### src/rtl/commit_trace_streamer_if.sv
// Trace word stream from the commit streamer to the trace sink (difftest bridge / host log).
interface commit_trace_streamer_if;
    logic        trace_valid;
    logic        trace_ready;
    logic [31:0] trace_data;
    logic        trace_last;

    modport master (output trace_valid, output trace_data, output trace_last, input trace_ready);
    modport slave  (input trace_valid, input trace_data, input trace_last, output trace_ready);
endinterface

### src/rtl/commit_trace_streamer.sv
// Buffers per-cycle commit records in a FIFO and serializes each one as 32-bit trace words.
// Optional COMMIT_TRACE_SEQ_EN appends a 32-bit commit sequence number as a sixth word.
module commit_trace_streamer #(
    parameter int unsigned DEPTH = 8,
    parameter int unsigned CNT_W = 16
) (
    input  logic                     clk,
    input  logic                     rst,
    input  logic                     commit,
    input  logic [31:0]              commit_instr,
    input  logic [63:0]              commit_pc,
    input  logic [63:0]              commit_pre_pc,
    input  logic                     clear_overflow,
    commit_trace_streamer_if.master  traceIf,
    output logic [$clog2(DEPTH):0]   fifo_level,
    output logic                     overflow,
    output logic [CNT_W-1:0]         drop_cnt
);
    localparam int unsigned AW = $clog2(DEPTH);
`ifdef COMMIT_TRACE_SEQ_EN
    localparam int unsigned NW = 6;
`else
    localparam int unsigned NW = 5;
`endif

    typedef enum logic {IDLE, SEND} stateT;

    stateT         state, nextState;
    logic [2:0]    idx, nextIdx;
    logic [31:0]   dataQ, nextData;
    logic [AW-1:0] wrPtr, rdPtr, headPtr;
    logic [AW:0]   level;
    logic          full, popNow, pushAcc, drop, useBypass;

    logic [31:0]   instrMem [DEPTH];
    logic [63:0]   pcMem    [DEPTH];
    logic [63:0]   prePcMem [DEPTH];
    logic [31:0]   hInstr;
    logic [63:0]   hPc, hPrePc;
`ifdef COMMIT_TRACE_SEQ_EN
    logic [31:0]   seqCnt;
    logic [31:0]   seqMem [DEPTH];
    logic [31:0]   hSeq;
`endif

    assign full    = (level == (AW+1)'(DEPTH));
    assign popNow  = (state == SEND) && traceIf.trace_ready && (idx == 3'(NW-1));
    assign pushAcc = commit && (!full || popNow);
    assign drop    = commit && full && !popNow;

    // A record pushed in the same cycle the only queued record pops is forwarded
    // straight from the inputs so the next record starts without a bubble.
    assign hInstr = useBypass ? commit_instr  : instrMem[headPtr];
    assign hPc    = useBypass ? commit_pc     : pcMem[headPtr];
    assign hPrePc = useBypass ? commit_pre_pc : prePcMem[headPtr];
`ifdef COMMIT_TRACE_SEQ_EN
    assign hSeq   = useBypass ? seqCnt        : seqMem[headPtr];
`endif

    always_comb begin
        nextState = state;
        nextIdx   = idx;
        headPtr   = rdPtr;
        useBypass = 1'b0;
        nextData  = '0;
        case (state)
            IDLE: begin
                if (level != '0) begin
                    nextState = SEND;
                    nextIdx   = '0;
                end
            end
            SEND: begin
                if (traceIf.trace_ready) begin
                    if (idx == 3'(NW-1)) begin
                        nextIdx = '0;
                        headPtr = rdPtr + AW'(1);
                        if (level > (AW+1)'(1)) begin
                            nextState = SEND;
                        end else if (pushAcc) begin
                            useBypass = 1'b1;
                        end else begin
                            nextState = IDLE;
                        end
                    end else begin
                        nextIdx = idx + 3'd1;
                    end
                end
            end
            default: nextState = IDLE;
        endcase
        if (nextState == SEND) begin
            case (nextIdx)
                3'd0:    nextData = hInstr;
                3'd1:    nextData = hPc[31:0];
                3'd2:    nextData = hPc[63:32];
                3'd3:    nextData = hPrePc[31:0];
                3'd4:    nextData = hPrePc[63:32];
`ifdef COMMIT_TRACE_SEQ_EN
                default: nextData = hSeq;
`else
                default: nextData = '0;
`endif
            endcase
        end
    end

    always_ff @(posedge clk or negedge rst) begin
        if (!rst) begin
            state <= IDLE;
            idx   <= '0;
            dataQ <= '0;
        end else begin
            state <= nextState;
            idx   <= nextIdx;
            dataQ <= nextData;
        end
    end

    always_ff @(posedge clk) begin
        if (pushAcc) begin
            instrMem[wrPtr] <= commit_instr;
            pcMem[wrPtr]    <= commit_pc;
            prePcMem[wrPtr] <= commit_pre_pc;
`ifdef COMMIT_TRACE_SEQ_EN
            seqMem[wrPtr]   <= seqCnt;
`endif
        end
    end

    always_ff @(posedge clk or negedge rst) begin
        if (!rst) begin
            wrPtr <= '0;
            rdPtr <= '0;
            level <= '0;
        end else begin
            if (pushAcc) wrPtr <= wrPtr + AW'(1);
            if (popNow)  rdPtr <= rdPtr + AW'(1);
            if (pushAcc && !popNow)      level <= level + (AW+1)'(1);
            else if (!pushAcc && popNow) level <= level - (AW+1)'(1);
        end
    end

    always_ff @(posedge clk or negedge rst) begin
        if (!rst) begin
            overflow <= 1'b0;
            drop_cnt <= '0;
        end else if (clear_overflow) begin
            overflow <= drop;
            drop_cnt <= drop ? CNT_W'(1) : '0;
        end else if (drop) begin
            overflow <= 1'b1;
            if (drop_cnt != '1) drop_cnt <= drop_cnt + CNT_W'(1);
        end
    end

`ifdef COMMIT_TRACE_SEQ_EN
    // Counts every commit pulse, dropped ones included, so gaps in w5 expose drops.
    always_ff @(posedge clk or negedge rst) begin
        if (!rst)        seqCnt <= '0;
        else if (commit) seqCnt <= seqCnt + 32'd1;
    end
`endif

    assign traceIf.trace_valid = (state == SEND);
    assign traceIf.trace_last  = (state == SEND) && (idx == 3'(NW-1));
    assign traceIf.trace_data  = dataQ;
    assign fifo_level          = level;

endmodule

### src/flat_wrapper.sv
// flat-port wrapper written by rule: the top's interface ports become plain ports
module commit_trace_streamer_flat 
#(
    parameter int unsigned DEPTH = 8,
    parameter int unsigned CNT_W = 16
)
  (clk, rst, commit, commit_instr, commit_pc, commit_pre_pc, clear_overflow, fifo_level, overflow, drop_cnt, traceIf_trace_valid, traceIf_trace_data, traceIf_trace_last, traceIf_trace_ready);
  commit_trace_streamer_if traceIf_i ();
  input  logic clk;
  input  logic rst;
  input  logic commit;
  input  logic [31:0] commit_instr;
  input  logic [63:0] commit_pc;
  input  logic [63:0] commit_pre_pc;
  input  logic clear_overflow;
  output logic [$clog2(DEPTH):0] fifo_level;
  output logic overflow;
  output logic [CNT_W-1:0] drop_cnt;
  output wire logic [$bits(traceIf_i.trace_valid)-1:0] traceIf_trace_valid;
  output wire logic [$bits(traceIf_i.trace_data)-1:0] traceIf_trace_data;
  output wire logic [$bits(traceIf_i.trace_last)-1:0] traceIf_trace_last;
  input wire logic [$bits(traceIf_i.trace_ready)-1:0] traceIf_trace_ready;
  assign traceIf_trace_valid = traceIf_i.trace_valid;
  assign traceIf_trace_data = traceIf_i.trace_data;
  assign traceIf_trace_last = traceIf_i.trace_last;
  assign traceIf_i.trace_ready = traceIf_trace_ready;
  commit_trace_streamer #(.DEPTH(DEPTH), .CNT_W(CNT_W)) u_core (.clk(clk), .rst(rst), .commit(commit), .commit_instr(commit_instr), .commit_pc(commit_pc), .commit_pre_pc(commit_pre_pc), .clear_overflow(clear_overflow), .traceIf(traceIf_i), .fifo_level(fifo_level), .overflow(overflow), .drop_cnt(drop_cnt));
endmodule
### config.mk
export PLATFORM = sky130hd
export DESIGN_NAME = commit_trace_streamer_flat
export DESIGN_NICKNAME = d
export VERILOG_FILES = /design/src/rtl/commit_trace_streamer_if.sv /design/src/rtl/commit_trace_streamer.sv /design/src/flat_wrapper.sv
export SDC_FILE = /design/constraint.sdc
export NUM_CORES = 1
export LEC_CHECK = 0
export ABC_AREA = 1
export BUFFER_PORTS_ARGS = -buffer_cell sky130_fd_sc_hd__buf_2
export CORE_ASPECT_RATIO = 0.6
export CORE_MARGIN = 1
export CORE_UTILIZATION = 23
export CTS_CLUSTER_DIAMETER = 100
export CTS_CLUSTER_SIZE = 8
export DETAILED_ROUTE_END_ITERATION = 10
export SLEW_MARGIN = 20
export SYNTH_ARGS = -nofsm -noshare
export SYNTH_HDL_FRONTEND = slang
export SYNTH_SLANG_ARGS = --single-unit
### constraint.sdc
create_clock -name clk -period 10.6 [get_ports clk]
set_input_delay 2.12 -clock clk [delete_from_list [all_inputs] [get_ports clk]]
set_output_delay 2.12 -clock clk [all_outputs]
set_load 0.01 [all_outputs]
## Word-level counts from Yosys, hierarchy flattened

Memories as Yosys holds them, arrays and structs flattened.
Cells that the tools add are included.

| storage, ports and cells | value |
|---|---|
| word-level logic and storage cells | 75 |
| memories | 3 |
| input port bits | 165 |
| memory bits (writable) | 1280 |
| output and inout bits | 55 |
| register bits after elaboration | 63 |

| operators by class | value |
|---|---|
| equal/unequal tests | 7 |
| $lt $le $gt $ge | 1 |
| reductions and logical operators | 18 |
| bitwise logic cells | 1 |
| $add $sub $neg | 6 |
| multiplexer cells | 31 |

Memories:

| name | words | width | read ports | clocked after Yosys merged registers in | write ports | line | text |
|---|---|---|---|---|---|---|---|
| u_core.pcMem | 8 | 64 | 1 | 0 | 1 | commit_trace_streamer.sv:36 | `logic [63:0] pcMem [DEPTH];` |
| u_core.prePcMem | 8 | 64 | 1 | 0 | 1 | commit_trace_streamer.sv:37 | `logic [63:0] prePcMem [DEPTH];` |
| u_core.instrMem | 8 | 32 | 1 | 0 | 1 | commit_trace_streamer.sv:35 | `logic [31:0] instrMem [DEPTH];` |

Operators by type and width:

| cell | count |
|---|---|
| $pmux 32 s5 | 1 |
| $mux 64 | 2 |
| $mux 32 | 2 |
| $mux 16 | 3 |
| $mux 3 | 6 |
| $add 16x1->16 const B | 1 |
| $ne 16x16->1 const B | 1 |
| $mux 1 | 13 |
| $add 3x1->3 const B | 3 |
| $logic_and 1x1->1 | 8 |
| $mux 4 | 2 |
| $eq 3x2->1 const B | 2 |
| $eq 3x3->1 const B | 2 |
| $pmux 3 s2 | 1 |
| $reduce_bool 2->1 | 3 |
| $add 4x1->4 const B | 1 |
| $eq 4x4->1 const B | 1 |
| $gt 4x1->1 const B | 1 |
| $reduce_bool 4->1 | 1 |
| $sub 4x1->4 const B | 1 |
| $eq 3x1->1 const B | 1 |
| $logic_not 1->1 | 3 |
| $logic_not 3->1 | 1 |
| $pmux 1 s2 | 1 |
| other kinds (3) | 3 |

## Logic depth before layout (Yosys ltp)

| logic depth | value |
|---|---|
| word-level depth | 12 |
| depth in mapped cells | 17 |

## Worst setup path after synthesis

OpenSTA, ideal clock, no wires.

| path | value |
|---|---|
| kind | input -> register |
| from | input traceIf_trace_ready |
| to | memory u_core.instrMem[0][0], enable pin |
| arrival time | 9.764 ns |
| cell stages on the path | 7 |
| required time | 9.918 ns |
| setup time | 0.682 ns |
| slack | 0.154 ns |
| cell sequence | nand2_2 > nor2_4 > nor2_1 > nor2_1 > inv_1 > or2_2 > nor2_1 |

| between the ends | value |
|---|---|
| word-level cells in the longest chain between the ends | 6 |

Ends and longest elaborated chain:

| item | line | text |
|---|---|---|
| start, declared | flat_wrapper.sv:22 | `input wire logic [$bits(traceIf_i.trace_ready)-1:0] traceIf_trace_ready;` |
| $logic_and 1x1->1 (2 in a row) | commit_trace_streamer.sv:47 | `assign popNow = (state == SEND) && traceIf.trace_ready && (idx == 3'(NW-1));` |
| $logic_or 1x1->1 | commit_trace_streamer.sv:48 | `assign pushAcc = commit && (!full \|\| popNow);` |
| $logic_and 1x1->1 | commit_trace_streamer.sv:48 |  |
| named net u_core.pushAcc | commit_trace_streamer.sv:33 | `logic full, popNow, pushAcc, drop, useBypass;` |
| $mux 1 | commit_trace_streamer.sv:121 | `if (pushAcc) begin` |
| $mux 1 (not written as such) | commit_trace_streamer.sv:122 | `instrMem[wrPtr] <= commit_instr;` |
| end, declared | commit_trace_streamer.sv:35 |  |

The timed path passes the listed nets, and every way through them passes these cells.

## Worst setup path after layout

| path | value |
|---|---|
| from | input traceIf_trace_ready |
| to | register u_core.dataQ[8], in the netlist u_core.traceIf.trace_data[8] |

| between the ends | value |
|---|---|
| word-level cells in the longest chain between the ends | 12 |

Ends and longest elaborated chain:

| item | line | text |
|---|---|---|
| $logic_and 1x1->1 (2 in a row) | commit_trace_streamer.sv:47 |  |
| $logic_or 1x1->1 | commit_trace_streamer.sv:48 |  |
| $logic_and 1x1->1 | commit_trace_streamer.sv:48 |  |
| $mux 1 | commit_trace_streamer.sv:80 | `end else if (pushAcc) begin` |
| $mux 1 | commit_trace_streamer.sv:78 | `if (level > (AW+1)'(1)) begin` |
| $mux 1 | commit_trace_streamer.sv:75 | `if (idx == 3'(NW-1)) begin` |
| $mux 1 | commit_trace_streamer.sv:74 | `if (traceIf.trace_ready) begin` |
| $mux 1 | commit_trace_streamer.sv:66 | `case (state)` |
| $mux 64 (tied with other cells) | commit_trace_streamer.sv:55 | `assign hPrePc = useBypass ? commit_pre_pc : prePcMem[headPtr];` |
| $pmux 32 s5 | commit_trace_streamer.sv:93 | `case (nextIdx)` |
| $mux 32 * | commit_trace_streamer.sv:92 | `if (nextState == SEND) begin` |
| named net u_core.nextData[8] | commit_trace_streamer.sv:30 | `logic [31:0] dataQ, nextData;` |
| end signal, assigned | commit_trace_streamer.sv:116 | `dataQ <= nextData;` |
| end, declared | commit_trace_streamer.sv:30 |  |

Mark *: on every way through the listed nets, which the timed path passes. The rest lies on a longest branch.
A chain may end at the register's enable or synchronous reset.

==> implementation parameters <==
Parameter                              Value

Pwr
  Power Total ... about 19 mW
  Leakage ... roughly 23 nW
  Power per standard cell area ... 296 nW/um^2
  Max IR drop VDD ... slightly below 0.4 mV

Logic synthesis
  Cell types with the highest counts after synthesis ... sky130_fd_sc_hd__nand3_1, sky130_fd_sc_hd__edfxtp_1, sky130_fd_sc_hd__nand2_1, sky130_fd_sc_hd__nor2_1, sky130_fd_sc_hd__buf_2
  Number of register bits inferred by synthesis ... ~1,300
  Fraction of synthesized cell area taken by the top area cell type ... between 60% and 70%
  Biggest area consumer among synthesized cells ... sky130_fd_sc_hd__edfxtp_1
  Share of synthesized registers carrying an async set or reset ... between 4 and 5%
  Average cell area after synthesis ... about 12 sq um
  Top post-synthesis cells by area ... sky130_fd_sc_hd__edfxtp_1, sky130_fd_sc_hd__nand3_1, sky130_fd_sc_hd__nand2_1
  Most instantiated library cell after synthesis ... sky130_fd_sc_hd__nand3_1
  Synth Instances ... approximately 4,700
  Most frequently used flop master after synthesis ... sky130_fd_sc_hd__edfxtp_1
  Syn_nets ... roughly 5,000
  Sequential cell area fraction in the yosys report ... roughly 73%
  Number of flops mapped to enable cells by yosys ... between 1,000 and 1,500
  Synthesis Warnings ... 0
  Mapped cell area ... around 55,000 sq um
  Synth cell types ... 32

Floorplan
  Area of the core region ... about 240,000 sq um
  Die height ... 381 microns
  Die Footprint ... approximately 240,000 sq um
  Row count ... between 100 and 150
  Horiz. Die Dim ... ~630 microns
  I/O pin cnt ... 220
  Starting density of the core ... roughly 23%

Timing
  Post-Route Setup TNS ... 0 ns
  Final critical path time including I/O delays and setup ... between 5 and 6 ns
  Final hold viol count ... 0
  Achievable Freq ... approximately 180 MHz
  Final setup skew ... roughly 0.076 ns
  Final cycle utilization of the critical path ... 52.3%
  Final Max Tran Viols ... 0
  Final setup vio count ... 0
  Unrepaired setup endpoints after global routing ... false
  Relative slew slack ... around 11%
  Pin slew with the least headroom to its limit ... approximately 1.3 ns

Setup path
  Number of cells on the worst reg-to-reg path ... 16
  Master of the slowest instance on the critical path ... sky130_fd_sc_hd__nand2_4
  CP peak stage delay ... between 0.7 and 0.8 ns
  Critical path's top delay family ... simple AND/OR/NAND/NOR gates
  Largest fanout of any net on the critical path ... 59
  Data arrival time of the critical path ... roughly 6.3 ns
  Critical Setup Path Class ... input pin to flip-flop
  Combined buffer and inverter count along the critical path ... 3
  CP Data Required Time ... around 11 ns
  Number of gates on the worst path with buffers counted ... 15
  Kind of end point of the critical path ... flip-flop
  Crit-path cells ... buf_2 > nand2_2 > nor2_4 > nand2_4 > nand2_4 > buf_4 > buf_4 > nand2_1 > nand3_1 > nand3_1 > nand3_1 > nand2_1 > nand2_1 > nor2_1 > nor2_1
  Critical Path Start Type ... input pin

CTS
  CTS HTree Levels ... 4
  CTS sink count ... ~1,300
  Clock-pin slew reported for the worst setup and hold paths after clock tree synthesis ... 0.05 ns
  Number of post-CTS setup repair buffers ... 0
  CTS-repair resized insts ... 0
  Clk Latency, worst-skew pair ... about 0.83 ns
  Buffers from clock root to sink, at most ... 3
  Root Driver ... sky130_fd_sc_hd__clkbuf_16
  Total CTS buffers ... 185
  Hold Buf Count CTS ... 0
  TritonCTS clock tree ... built

Global route
  Number of global-route vias before repair ... about 35,000
  Largest net degree at the start of global routing ... between 150 and 200
  Antenna violations before repair ... 117
  Overall overflow remaining after global route ... 0
  Wire length of the first global-routing pass ... between 200,000 and 300,000 microns
  Combined global-route utilization of all metal layers ... between 10% and 20%

Place
  Final weighted congestion in routability-driven placement ... approximately 0.8
  Area of placed instances ... 59,300 sq um
  Detailed Place HPWL ... between 100,000 and 150,000 microns
  Cell Count Post-Placement ... ~7,800
  IO Port Bufs ... between 200 and 250

Cells and area
  Final cell area excluding filler cells ... approximately 65,000 sq um
  # nets final ... 5,003
  Utilization after layout ... ~27%
  Fraction of final layout cells with drive strength greater than 1 ... around 10%
  Relative area change from synthesis to final layout ... 17.6%
  Final non-filler cell total ... slightly above 8,000

Outcome
  Status ... finished, final reports clean

Min path
  Depth of the worst hold-timing path ... 1
  Class of the most critical hold timing path ... flip-flop to flip-flop

Drt
  Final antenna-violating net count ... 0
  Total Routed Length ... ~180,000 microns
  Vias/cell ... 4.71
  Routed vias ... 38,100
  Number of remaining DRC errors ... 0
  Avg WL per Cell ... roughly 23 microns
  Initial detailed-routing violation count ... between 5,000 and 6,000
  Count of TritonRoute iterations in the first routing pass ... 6

Run
  Number of maximum-capacitance violations ... 0
[per-stage QoR]
step | hold WS [ns] | worst slack, ns
2_1_floorplan | 0.490 | 0.154
3_3_place_gp | 0.490 | 4.40
3_5_place_dp | 0.516 | 4.35
4_1_cts | 0.526 | 5.20
5_1_grt | 0.555 | 4.83
6_report | 0.529 | 5.05
[cell type report]
| type | instances | area [sq um] |
|---|---|---|
| clock buffers | 261 | 4910 |
| clock inverters | 14 | 347 |
| flip-flops and latches | 1343 | 40000 |
| well taps | 3150 | 3940 |
| repair buffers | 272 | 1710 |
| multi-input cells | 2984 | 13500 |
| inverters | 42 | 163 |
| diodes | 22 | 55.1 |
| fillers | 24200 | 172000 |
[sequential cells by signal (all words and copies together) (netlist names)]
signal and cells:
u_core.fifo_level 4, u_core.traceIf.trace_valid 1, u_core.wrPtr 3, u_core.idx 3, u_core.rdPtr 3, u_core.overflow 1
u_core.instrMem 256, u_core.prePcMem 512, u_core.drop_cnt 16, u_core.pcMem 512, u_core.traceIf.trace_data 32
[path summary, 6_finish.rpt]
path / startpoint / slack, ns / endpoint
setup / recovery: traceIf_trace_ready / 5.05 / u_core.traceIf.trace_data[8]$_DFF_PN0_
hold / removal: u_core.drop_cnt[11]$_DFFE_PN0P_ / 0.53 / u_core.drop_cnt[11]$_DFFE_PN0P_
setup reg to reg: u_core.idx[1]$_DFF_PN0_ / 5.79 / u_core.traceIf.trace_data[8]$_DFF_PN0_
hold reg to reg: u_core.drop_cnt[11]$_DFFE_PN0P_ / 0.53 / u_core.drop_cnt[11]$_DFFE_PN0P_
max in group asynchronous: rst / 8.22 / u_core.traceIf.trace_data[23]$_DFF_PN0_
min in group asynchronous: rst / 1.25 / u_core.drop_cnt[7]$_DFFE_PN0P_
[power by group]
part	leakage, nW	total (mW)	internal (mW)	switching (mW)
clock network	2.51	5.45	3.19	2.25
logic	8.02	6.72	1.66	5.06
registers	12.4	6.98	6.71	0.278
total	22.9	19.1	11.6	7.59
[per-layer routing]
metal  global-route usage, %  wire length [microns]  part of all wire [%]
met2                    21.9                  80300                    44
met4                    5.19                   6390                   3.5
met5                       0                    280                  0.15
met3                    4.92                  20600                    11
met1                    20.1                  76200                    41
[cell usage in the layout, fill, tap and decap left out, types with 6 or more instances in the layout]
cell,synthesis,final
sky130_fd_sc_hd__buf_4,16,37
sky130_fd_sc_hd__inv_1,40,40
sky130_fd_sc_hd__buf_2,169,218
sky130_fd_sc_hd__o21ai_0,14,14
sky130_fd_sc_hd__nor3_1,7,6
sky130_fd_sc_hd__a21oi_1,11,11
sky130_fd_sc_hd__clkbuf_16,0,185
sky130_fd_sc_hd__nor2_1,220,210
sky130_fd_sc_hd__dfrtp_1,63,63
sky130_fd_sc_hd__xor2_1,7,7
sky130_fd_sc_hd__clkbuf_1,93,76
sky130_fd_sc_hd__ha_1,10,10
sky130_fd_sc_hd__nand2_1,1235,1232
sky130_fd_sc_hd__diode_2,0,22
sky130_fd_sc_hd__nor2_4,1,11
sky130_fd_sc_hd__edfxtp_1,1280,1280
sky130_fd_sc_hd__buf_12,0,17
sky130_fd_sc_hd__nand3_1,1452,1451
sky130_fd_sc_hd__clkinv_16,0,10
[worst register-to-register path, cell delays in order, from the launching register on]
cell	delay [ns]
sky130_fd_sc_hd__dfrtp_1	0.40
sky130_fd_sc_hd__inv_1	0.08
sky130_fd_sc_hd__ha_1	0.18
sky130_fd_sc_hd__nand2_1	0.21
sky130_fd_sc_hd__nor2_4	0.38
sky130_fd_sc_hd__nand2_4	0.38
sky130_fd_sc_hd__nand2_4	0.74
sky130_fd_sc_hd__buf_4	0.73
sky130_fd_sc_hd__buf_4	0.62
sky130_fd_sc_hd__nand2_1	0.13
sky130_fd_sc_hd__nand3_1	0.11
sky130_fd_sc_hd__nand3_1	0.10
sky130_fd_sc_hd__nand3_1	0.23
sky130_fd_sc_hd__nand2_1	0.19
sky130_fd_sc_hd__nand2_1	0.14
sky130_fd_sc_hd__nor2_1	0.05
sky130_fd_sc_hd__nor2_1	0.09
[logic make-up (layout without fill, tap and decap cells)]
| kind of cell | after synthesis | after routing | synth area share (%) |
|---|---|---|---|
| buffers and inverters | 360 | 589 | 2.98 |
| XOR/XNOR | 10 | 10 | 0.194 |
| other | 0 | 22 | 0 |
| AO/OA/AOI/OAI | 38 | 38 | 0.401 |
| adder cells (fa/ha/maj) | 10 | 10 | 0.228 |
| flip-flops | 1343 | 1343 | 72.8 |
| AND/OR/NAND/NOR | 2926 | 2926 | 23.4 |
No activity file was read; power rests on OpenSTA's default activity.
